## src/rtl/truth_table_sweeper.sv

```systemverilog
// Truth-table sweeper: walks every N_IN-bit vector into a combinational gate in
// ascending order, samples the gate at the end of each hold window, and scores it.
module truth_table_sweeper #(
    parameter int unsigned N_IN = 3,
    parameter int unsigned HOLD = 5,
    parameter logic [(2**N_IN)-1:0] EXPECTED = 8'b1000_0000
) (
    input  logic                     clk,
    input  logic                     rst_n,
    input  logic                     start,
    output logic [N_IN-1:0]          vec_out,
    input  logic                     dut_y,
    output logic                     busy,
    output logic                     done,
    output logic                     pass,
    output logic [(2**N_IN)-1:0]     table_out,
    output logic [N_IN:0]            mismatch_cnt,
    output logic [N_IN-1:0]          first_fail,
    output logic                     fail_valid
);

    localparam int unsigned NV = 2**N_IN;
    localparam int unsigned HW = (HOLD > 1) ? $clog2(HOLD) : 1;
    localparam int unsigned CW = N_IN + 1;
    localparam logic [N_IN-1:0] LAST_VEC  = N_IN'(NV - 1);
    localparam logic [HW-1:0]   LAST_HOLD = HW'(HOLD - 1);

    typedef enum logic [1:0] {
        S_IDLE  = 2'd0,
        S_DRIVE = 2'd1,
        S_DONE  = 2'd2
    } state_t;

    state_t            r_state, w_state_nxt;
    logic [N_IN-1:0]   r_vec, w_vec_nxt;
    logic [HW-1:0]     r_hold, w_hold_nxt;
    logic              r_busy, w_busy_nxt;
    logic              r_done, w_done_nxt;
    logic              r_pass, w_pass_nxt;
    logic [NV-1:0]     r_table, w_table_nxt;
    logic [CW-1:0]     r_cnt, w_cnt_nxt;
    logic [N_IN-1:0]   r_ff, w_ff_nxt;
    logic              r_fv, w_fv_nxt;

    logic              w_miss;
    logic              w_sample;
    logic [CW-1:0]     w_cnt_sampled;

    // Sample point is the last cycle of the hold window; earlier glitches never reach the score.
    assign w_sample      = (r_state == S_DRIVE) && (r_hold == LAST_HOLD);
    assign w_miss        = (dut_y != EXPECTED[r_vec]);
    assign w_cnt_sampled = w_miss ? (r_cnt + CW'(1)) : r_cnt;

    always_ff @(posedge clk or negedge rst_n) begin
        if (!rst_n) begin
            r_state <= S_IDLE;
            r_vec   <= '0;
            r_hold  <= '0;
            r_busy  <= 1'b0;
            r_done  <= 1'b0;
            r_pass  <= 1'b0;
            r_table <= '0;
            r_cnt   <= '0;
            r_ff    <= '0;
            r_fv    <= 1'b0;
        end else begin
            r_state <= w_state_nxt;
            r_vec   <= w_vec_nxt;
            r_hold  <= w_hold_nxt;
            r_busy  <= w_busy_nxt;
            r_done  <= w_done_nxt;
            r_pass  <= w_pass_nxt;
            r_table <= w_table_nxt;
            r_cnt   <= w_cnt_nxt;
            r_ff    <= w_ff_nxt;
            r_fv    <= w_fv_nxt;
        end
    end

    always_comb begin
        w_state_nxt = r_state;
        w_vec_nxt   = r_vec;
        w_hold_nxt  = r_hold;
        w_busy_nxt  = r_busy;
        w_done_nxt  = r_done;
        w_pass_nxt  = r_pass;
        w_table_nxt = r_table;
        w_cnt_nxt   = r_cnt;
        w_ff_nxt    = r_ff;
        w_fv_nxt    = r_fv;

        case (r_state)
            S_IDLE, S_DONE: begin
                // A new sweep wipes every result of the previous one.
                if (start) begin
                    w_state_nxt = S_DRIVE;
                    w_vec_nxt   = '0;
                    w_hold_nxt  = '0;
                    w_busy_nxt  = 1'b1;
                    w_done_nxt  = 1'b0;
                    w_pass_nxt  = 1'b0;
                    w_table_nxt = '0;
                    w_cnt_nxt   = '0;
                    w_ff_nxt    = '0;
                    w_fv_nxt    = 1'b0;
                end
            end
            S_DRIVE: begin
                if (w_sample) begin
                    w_table_nxt[r_vec] = dut_y;
                    w_cnt_nxt          = w_cnt_sampled;
                    if (w_miss && !r_fv) begin
                        w_ff_nxt = r_vec;
                        w_fv_nxt = 1'b1;
                    end
                    if (r_vec == LAST_VEC) begin
                        w_state_nxt = S_DONE;
                        w_busy_nxt  = 1'b0;
                        w_done_nxt  = 1'b1;
                        w_pass_nxt  = (w_cnt_sampled == '0);
                    end else begin
                        w_vec_nxt  = r_vec + N_IN'(1);
                        w_hold_nxt = '0;
                    end
                end else begin
                    w_hold_nxt = r_hold + HW'(1);
                end
            end
            default: begin
                w_state_nxt = S_IDLE;
            end
        endcase
    end

    assign vec_out      = r_vec;
    assign busy         = r_busy;
    assign done         = r_done;
    assign pass         = r_pass;
    assign table_out    = r_table;
    assign mismatch_cnt = r_cnt;
    assign first_fail   = r_ff;
    assign fail_valid   = r_fv;

endmodule
```

## config.mk

```make
export PLATFORM = sky130hd
export DESIGN_NAME = truth_table_sweeper
export DESIGN_NICKNAME = d
export VERILOG_FILES = /design/src/rtl/truth_table_sweeper.sv
export SDC_FILE = /design/constraint.sdc
export NUM_CORES = 1
export LEC_CHECK = 0
export BUFFER_PORTS_ARGS = -buffer_cell sky130_fd_sc_hd__buf_4
export CAP_MARGIN = 20
export CORE_UTILIZATION = 45
export DETAILED_ROUTE_END_ITERATION = 10
export HOLD_SLACK_MARGIN = 0.05
export PLACE_DENSITY = 0.79
export SLEW_MARGIN = 20
export SYNTH_ARGS = -nofsm -noshare
export SYNTH_HDL_FRONTEND = slang
export SYNTH_SLANG_ARGS = --single-unit
```

## constraint.sdc

```tcl
create_clock -name clk -period 2.45 [get_ports clk]
set_clock_uncertainty 0.05 [all_clocks]
set_input_delay 0.1225 -clock clk [delete_from_list [all_inputs] [get_ports clk]]
set_output_delay 0.1225 -clock clk [all_outputs]
set_load 0.02 [all_outputs]
```

Yosys cells after proc, flatten, opt, wreduce, memory -nomap -nowiden
Memories as Yosys holds them, arrays and structs flattened.
Index checks and enable logic that the tools add are counted.
{"block": "totals", "register_bits": 27, "latchBits": 0, "ramBits": 0, "rom_bits": 8, "in_bits": 4, "output_inout_bits": 22, "wordCells": 80, "n_memories": 1}
{"name": "(no name shown)", "depth": 8, "word_bits": 1, "read_ports": 1, "rd_ports_with_merged_regs": 0, "wr": 0, "line_no": "51", "text": "assign w_miss = (dut_y != EXPECTED[r_vec]);"}
{"block": "op_classes", "n_addsub": 3, "multipliers": 0, "n_div": 0, "magnitude_cmp": 2, "n_eq_ne": 11, "shifts": 0, "mux": 39, "n_bitwise": 0, "n_reduce_logical": 14}
{"cell": "3-bit 2-to-1 mux", "n": 7}
{"cell": "3-bit case mux with 2 select lines", "n": 3}
{"cell": "8-bit 2-to-1 mux", "n": 2}
{"cell": "8-bit case mux with 2 select lines", "n": 1}
{"cell": "1-bit 2-to-1 mux", "n": 12}
{"cell": "4-bit 2-to-1 mux", "n": 3}
{"cell": "4-bit AND reduction", "n": 3}
{"cell": "3-bit AND reduction", "n": 3}
{"cell": "8-bit bitwise mux", "n": 1}
{"cell": "1-bit case mux with 2 select lines", "n": 4}
{"cell": "4-bit case mux with 2 select lines", "n": 1}
{"cell": "3-bit by 1-bit adder with 3-bit output (second input constant)", "n": 2}
{"cell": "3-bit equality test (second input constant)", "n": 2}
{"cell": "2-bit 2-to-1 mux", "n": 3}
{"cell": "2-bit inequality test (second input constant)", "n": 3}
{"cell": "4-bit by 1-bit adder with 4-bit output (second input constant)", "n": 1}
{"cell": "4-bit logical NOT", "n": 1}
{"cell": "3-bit by 4-bit less-than comparator with 1-bit output (second input constant)", "n": 1}
{"cell": "2-bit by 1-bit inequality test with 1-bit output (second input constant)", "n": 2}
{"cell": "2-bit case mux with 2 select lines", "n": 1}
{"cell": "1-bit demux with 3-bit select", "n": 1}
{"cell": "3-bit by 1-bit greater-or-equal comparator with 1-bit output (second input constant)", "n": 1}
{"cell": "1-bit logical AND", "n": 3}
{"cell": "3-bit inequality test (second input constant)", "n": 1}
{"cell": "7 further kinds", "n": 7}

Longest topological paths before layout
{"block": "logic_depth", "depth_word": 8, "depth_mapped": 7, "ltp_nobuf": 6}

Least setup slack after synthesis
OpenSTA, ideal clock, no wires.
{"block": "synth_path", "path_kind": "register to register", "start": "register r_vec[0], in the netlist vec_out[0]", "end": "register r_ff[0], in the netlist first_fail[0]", "setup_time_ps": 137, "arrival_ps": 1703, "required_time_ps": 2263, "slack_ps": 560, "stages_incl_launch_ff": 6, "period_less_slack_ps": 1890, "cell_sequence": "dfrtp_1 -> ha_1 -> ha_1 -> xor2_2 -> nor3b_2 -> o21ai_0"}
{"block": "synth_between", "elab_chain_len": 6, "elab_cells_between_ends": 9, "cone_classes": "eq/ne (2); mux (4); reduce/logical (2); memory (1)"}
{"item": "start, declared", "line_no": "35", "text": "logic [N_IN-1:0] r_vec, w_vec_nxt;"}
{"item": "start signal, assigned", "line_no": "68", "text": "r_vec <= w_vec_nxt;"}
{"item": "memory 8 x 1 bit"}
{"item": "1-bit 2-to-1 mux (not written as such)", "line_no": "51"}
{"item": "1-bit inequality test", "line_no": "51"}
{"item": "1-bit logical AND", "line_no": "112", "text": "if (w_miss && !r_fv) begin"}
{"item": "2-bit by 1-bit inequality test with 1-bit output (no line)"}
{"item": "4-bit AND reduction (no line)"}
{"item": "end signal, assigned", "line_no": "75", "text": "r_ff <= w_ff_nxt;"}
{"item": "end, declared", "line_no": "42", "text": "logic [N_IN-1:0] r_ff, w_ff_nxt;"}
Parallel ways exist; a longest one is shown, timed or not. The select of a mux whose other input is x is not followed.
A chain may end at the register's enable or synchronous reset.

Final worst setup path
{"block": "layout_path", "start": "register r_vec[2], in the netlist vec_out[2]", "end": "register r_pass, in the netlist pass"}
{"block": "layout_between", "elab_chain_len": 8, "elab_cells_between_ends": 11, "cone_classes": "eq/ne (3); mux (5); reduce/logical (2); memory (1)"}
{"item": "memory 8 x 1 bit"}
{"item": "1-bit 2-to-1 mux (not written as such)", "line_no": "51"}
{"item": "1-bit inequality test", "line_no": "51"}
{"item": "4-bit 2-to-1 mux", "line_no": "52", "text": "assign w_cnt_sampled = w_miss ? (r_cnt + CW'(1)) : r_cnt;"}
{"item": "4-bit logical NOT", "line_no": "120", "text": "w_pass_nxt = (w_cnt_sampled == '0);"}
{"item": "1-bit 2-to-1 mux", "line_no": "116", "text": "if (r_vec == LAST_VEC) begin"}
{"item": "1-bit 2-to-1 mux", "line_no": "109", "text": "if (w_sample) begin"}
{"item": "1-bit case mux with 2 select lines", "line_no": "92", "text": "case (r_state)"}
{"item": "end signal, assigned", "line_no": "72", "text": "r_pass <= w_pass_nxt;"}
{"item": "end, declared", "line_no": "39", "text": "logic r_pass, w_pass_nxt;"}
Parallel ways exist; a longest one is shown, timed or not. The select of a mux whose other input is x is not followed.

==> impl_metrics.csv <==
group,metric,value,unit
synthesis,synth.area.top_cells,"dfrtp_1 50%, o21ai_0 7.4%, nand2_1 5.0%, ha_1 4.6%, a22o_1 3.2%",
timing,clock.fmax,0.478,GHz
synthesis,yosys.area.top_type,"dfrtp_1",
clock_tree,cts_resized,0,
worst_setup_path,cp_cell_sequence,"ha_1 -> xor2_2 -> mux2i_1 -> nand3_1 -> o31ai_1",
place,dpl.hpwl,2080,µm
detailed_routing,ant_nets,0,
detailed_routing,wl_per_cell,14.4,µm
synthesis,synth_top_area_share,0.499,
detailed_routing,drt_iter0_markers,32,
die,chipHeight,56.9,µm
worst_setup_path,slowest_delay,0.61,ns
hold_path,hold_start,"dut_y",
worst_setup_path,critPathLaunch,"vec_out[2]",
synthesis,synth_fa_ha_area_frac,0.0462,
timing,worstMarginPinSlew,0.498,ns
die,core,0.00281,mm²
detailed_routing,vias_per_cell,5.61,
power_and_ir_drop,cellLeakagePower,0.813,nW
worst_setup_path,critPathCaptureType,"flip-flop",
global_routing,grtUsageTotal,0.192,
timing,finalSetupTns,0,ns
detailed_routing,wirelength,2820,µm
clock_tree,cts_hold_buf,2,
timing,slew_violations,0,
die,die_w,56.9,µm
final_layout,most-common-layout-cells,"27 x dfrtp_1, 27 x buf_4, 20 x o21ai_0",
detailed_routing,num_vias,1099,
clock_tree,clk_latency,0.32,ns
place,routabilityCongestion,0.829,
global_routing,antenna_found_initial,0,
synthesis,yosys.area_share.simple,0.183,
clock_tree,cts.clk_slew.worst_paths,0.13,ns
synthesis,netlist_instances,138,
detailed_routing,drt_pass1_iterations,4,
die,die_area,0.00323,mm²
final_layout,area_growth,19.5,%
synthesis,synth_top_family_by_area,"compound AO/OA/AOI/OAI gates",
synthesis,yosys-mux-area-fraction,0.0157,
synthesis,synth_nets,147,
worst_setup_path,crit_path_top_delay_cell,"dfrtp_1",
worst_setup_path,timing.critical_path.buf_inv,0,
synthesis,synth_warnings,0,
global_routing,grt_pass1_wl,4820,µm
final_layout,final_nets,175,
hold_path,min_to,"table_out[1]",
timing,hold_violations,0,
hold_path,hold_depth,3,
worst_setup_path,critPathMaxFanout,14,
final_layout,diodes,0,
timing,slew-limit-headroom,0.668,
global_routing,grt_pass1_vias,1024,
detailed_routing,route.detailed.drc,0,
final_layout,design_area,0.00162,mm²
synthesis,avgSynthCellArea,9.81,µm²
status,outcome,"complete, no violations",
synthesis,synth.ff_latch_count,27,
worst_setup_path,reg2reg_slack,0.36,ns
global_routing,grt-ovfl-total,0,
worst_setup_path,crit_family,"flip-flops",
clock_tree,cts_tree,"yes",
clock_tree,clockRootBuffer,"clkbuf_4",
worst_setup_path,crit_path_start_kind,"flip-flop",
timing,rsz0062_at_grt,"no",
worst_setup_path,arrival,2.26,ns
timing,layout_worst_path_cycle_share,0.854,
timing,fin_hold_ws,0.156,ns
worst_setup_path,r2r_end,"pass",
clock_tree,clock-sinks,27,
synthesis,synth_xor_area_frac,0.0314,
clock_tree,postCtsSetupBuffers,0,
power_and_ir_drop,irDropWorstVdd,670,µV
run,drv_cap,0,
synthesis,synthDistinctLibCells,32,
place,io_buffer_count,25,
power_and_ir_drop,power_density,1060,mW/mm²
die,initial_core_util,0.483,
synthesis,seq_area_frac_synth,0.499,
timing,finalSetupViolations,0,
place,dpl_cell_area,0.00157,mm²
synthesis,synth_area,0.00135,mm²
global_routing,grt_start_max_net_pins,28,
final_layout,fillerInstances,251,
worst_setup_path,critPathKind,"reg2reg",
worst_setup_path,worst_r2r_startpoint,"vec_out[2]",
synthesis,synth_compound_area_frac,0.196,
worst_setup_path,cp_data_required_time,2.62,ns
clock_tree,cts-htree-levels,1,
worst_setup_path,ff2ff_path_depth,5,
die,rows,19,
timing,period_minus_slack,2.09,ns
clock_tree,cts_buffers,3,
die,ioPinCount,26,
final_layout,drive_gt1_frac,0.212,
clock_tree,clk_path_buf_depth,2,
hold_path,hold_path.class,"in2reg",
[where the power goes]
group | switching [mW] | total, mW | leakage, nW | internal, mW
registers | 0.119 | 0.703 | 0.351 | 0.584
logic | 0.476 | 0.834 | 0.446 | 0.358
clock network | 0.119 | 0.183 | 0.0150 | 0.0637
total | 0.715 | 1.72 | 0.813 | 1.01
[worst min-delay path, cell delays in order]
cell     delay [ns]
buf_4          0.13
nand3_1        0.15
o31ai_1        0.08
[metal layers]
metal | global-route usage | routed length [µm] | up-vias
met5 | 0 | 0 | -
met4 | 0.0244 | 17 | 0
met3 | 0.0530 | 132 | 2
met2 | 0.321 | 1350 | 30
met1 | 0.256 | 1310 | 526
li1 | - | - | 541
[synth_stat cells, drive strengths merged]
library cell and n:
xor2 1, a32o 1, a21o 4, buf 1, a31oi 1, nand3 3, o21ai 20, nand2b 4
mux2 1, mux2i 1, nor2b 4, a22o 5, and4b 1, nor3b 2, and2 1, nand4 1
clkbuf 5, ha 5, nand4b 1, dfrtp 27, nor3 2, and3 2, inv 4, o31ai 3
nor2 8, o22ai 2, nand2 18, a22oi 2, a21oi 5, xnor2 3
[kinds of logic (layout without fill, tap and decap cells)]
family                   count (synthesis)  after routing
XOR/XNOR                                 4              4
flip-flops                              27             27
AO/OA/AOI/OAI                           43             43
adder cells (fa/ha/maj)                  5              5
AND/OR/NAND/NOR                         47             47
multiplexers                             2              2
buffers and inverters                   10             37
[how the worst max path moves through the flow]
stage	endpoint	slack (ns)	depth (start not counted)
after floorplan	first_fail[0]	0.56	5
after global routing	pass	0.19	5
after detailed placement	pass	0.39	5
after global placement	first_fail[1]	0.50	4
final	pass	0.36	5
after CTS	pass	0.36	5
[registers in the layout, indices dropped and copies added, names as in the netlist]
signal and flops:
table_out 8, mismatch_cnt 4, first_fail 3, r_hold 3
vec_out 3, r_state 2, busy 1, done 1
fail_valid 1, pass 1
[stage by stage]
stage | setup WS, ns | utilization | total power [mW] | cells
2_1_floorplan | 0.560 | - | 1.23 | 138
3_3_place_gp | 0.495 | 0.560 | 1.51 | 190
3_5_place_dp | 0.391 | 0.560 | 1.54 | 190
4_1_cts | 0.355 | 0.577 | 1.73 | 196
5_1_grt | 0.189 | 0.577 | 1.86 | 196
6_report | 0.359 | 0.577 | 1.72 | 196
[layout make-up]
| class | count | area (µm²) | share of cell area |
|---|---|---|---|
| Sequential cell | 27 | 676 | 0.418 |
| Multi-Input combinational cell | 101 | 639 | 0.395 |
| Timing Repair Buffer | 29 | 223 | 0.138 |
| Tap cell | 31 | 38.8 | 0.0240 |
| Clock buffer | 4 | 26.3 | 0.0162 |
| Inverter | 4 | 15.0 | 0.00928 |
Note: power is estimated with default switching activity, not from simulation.
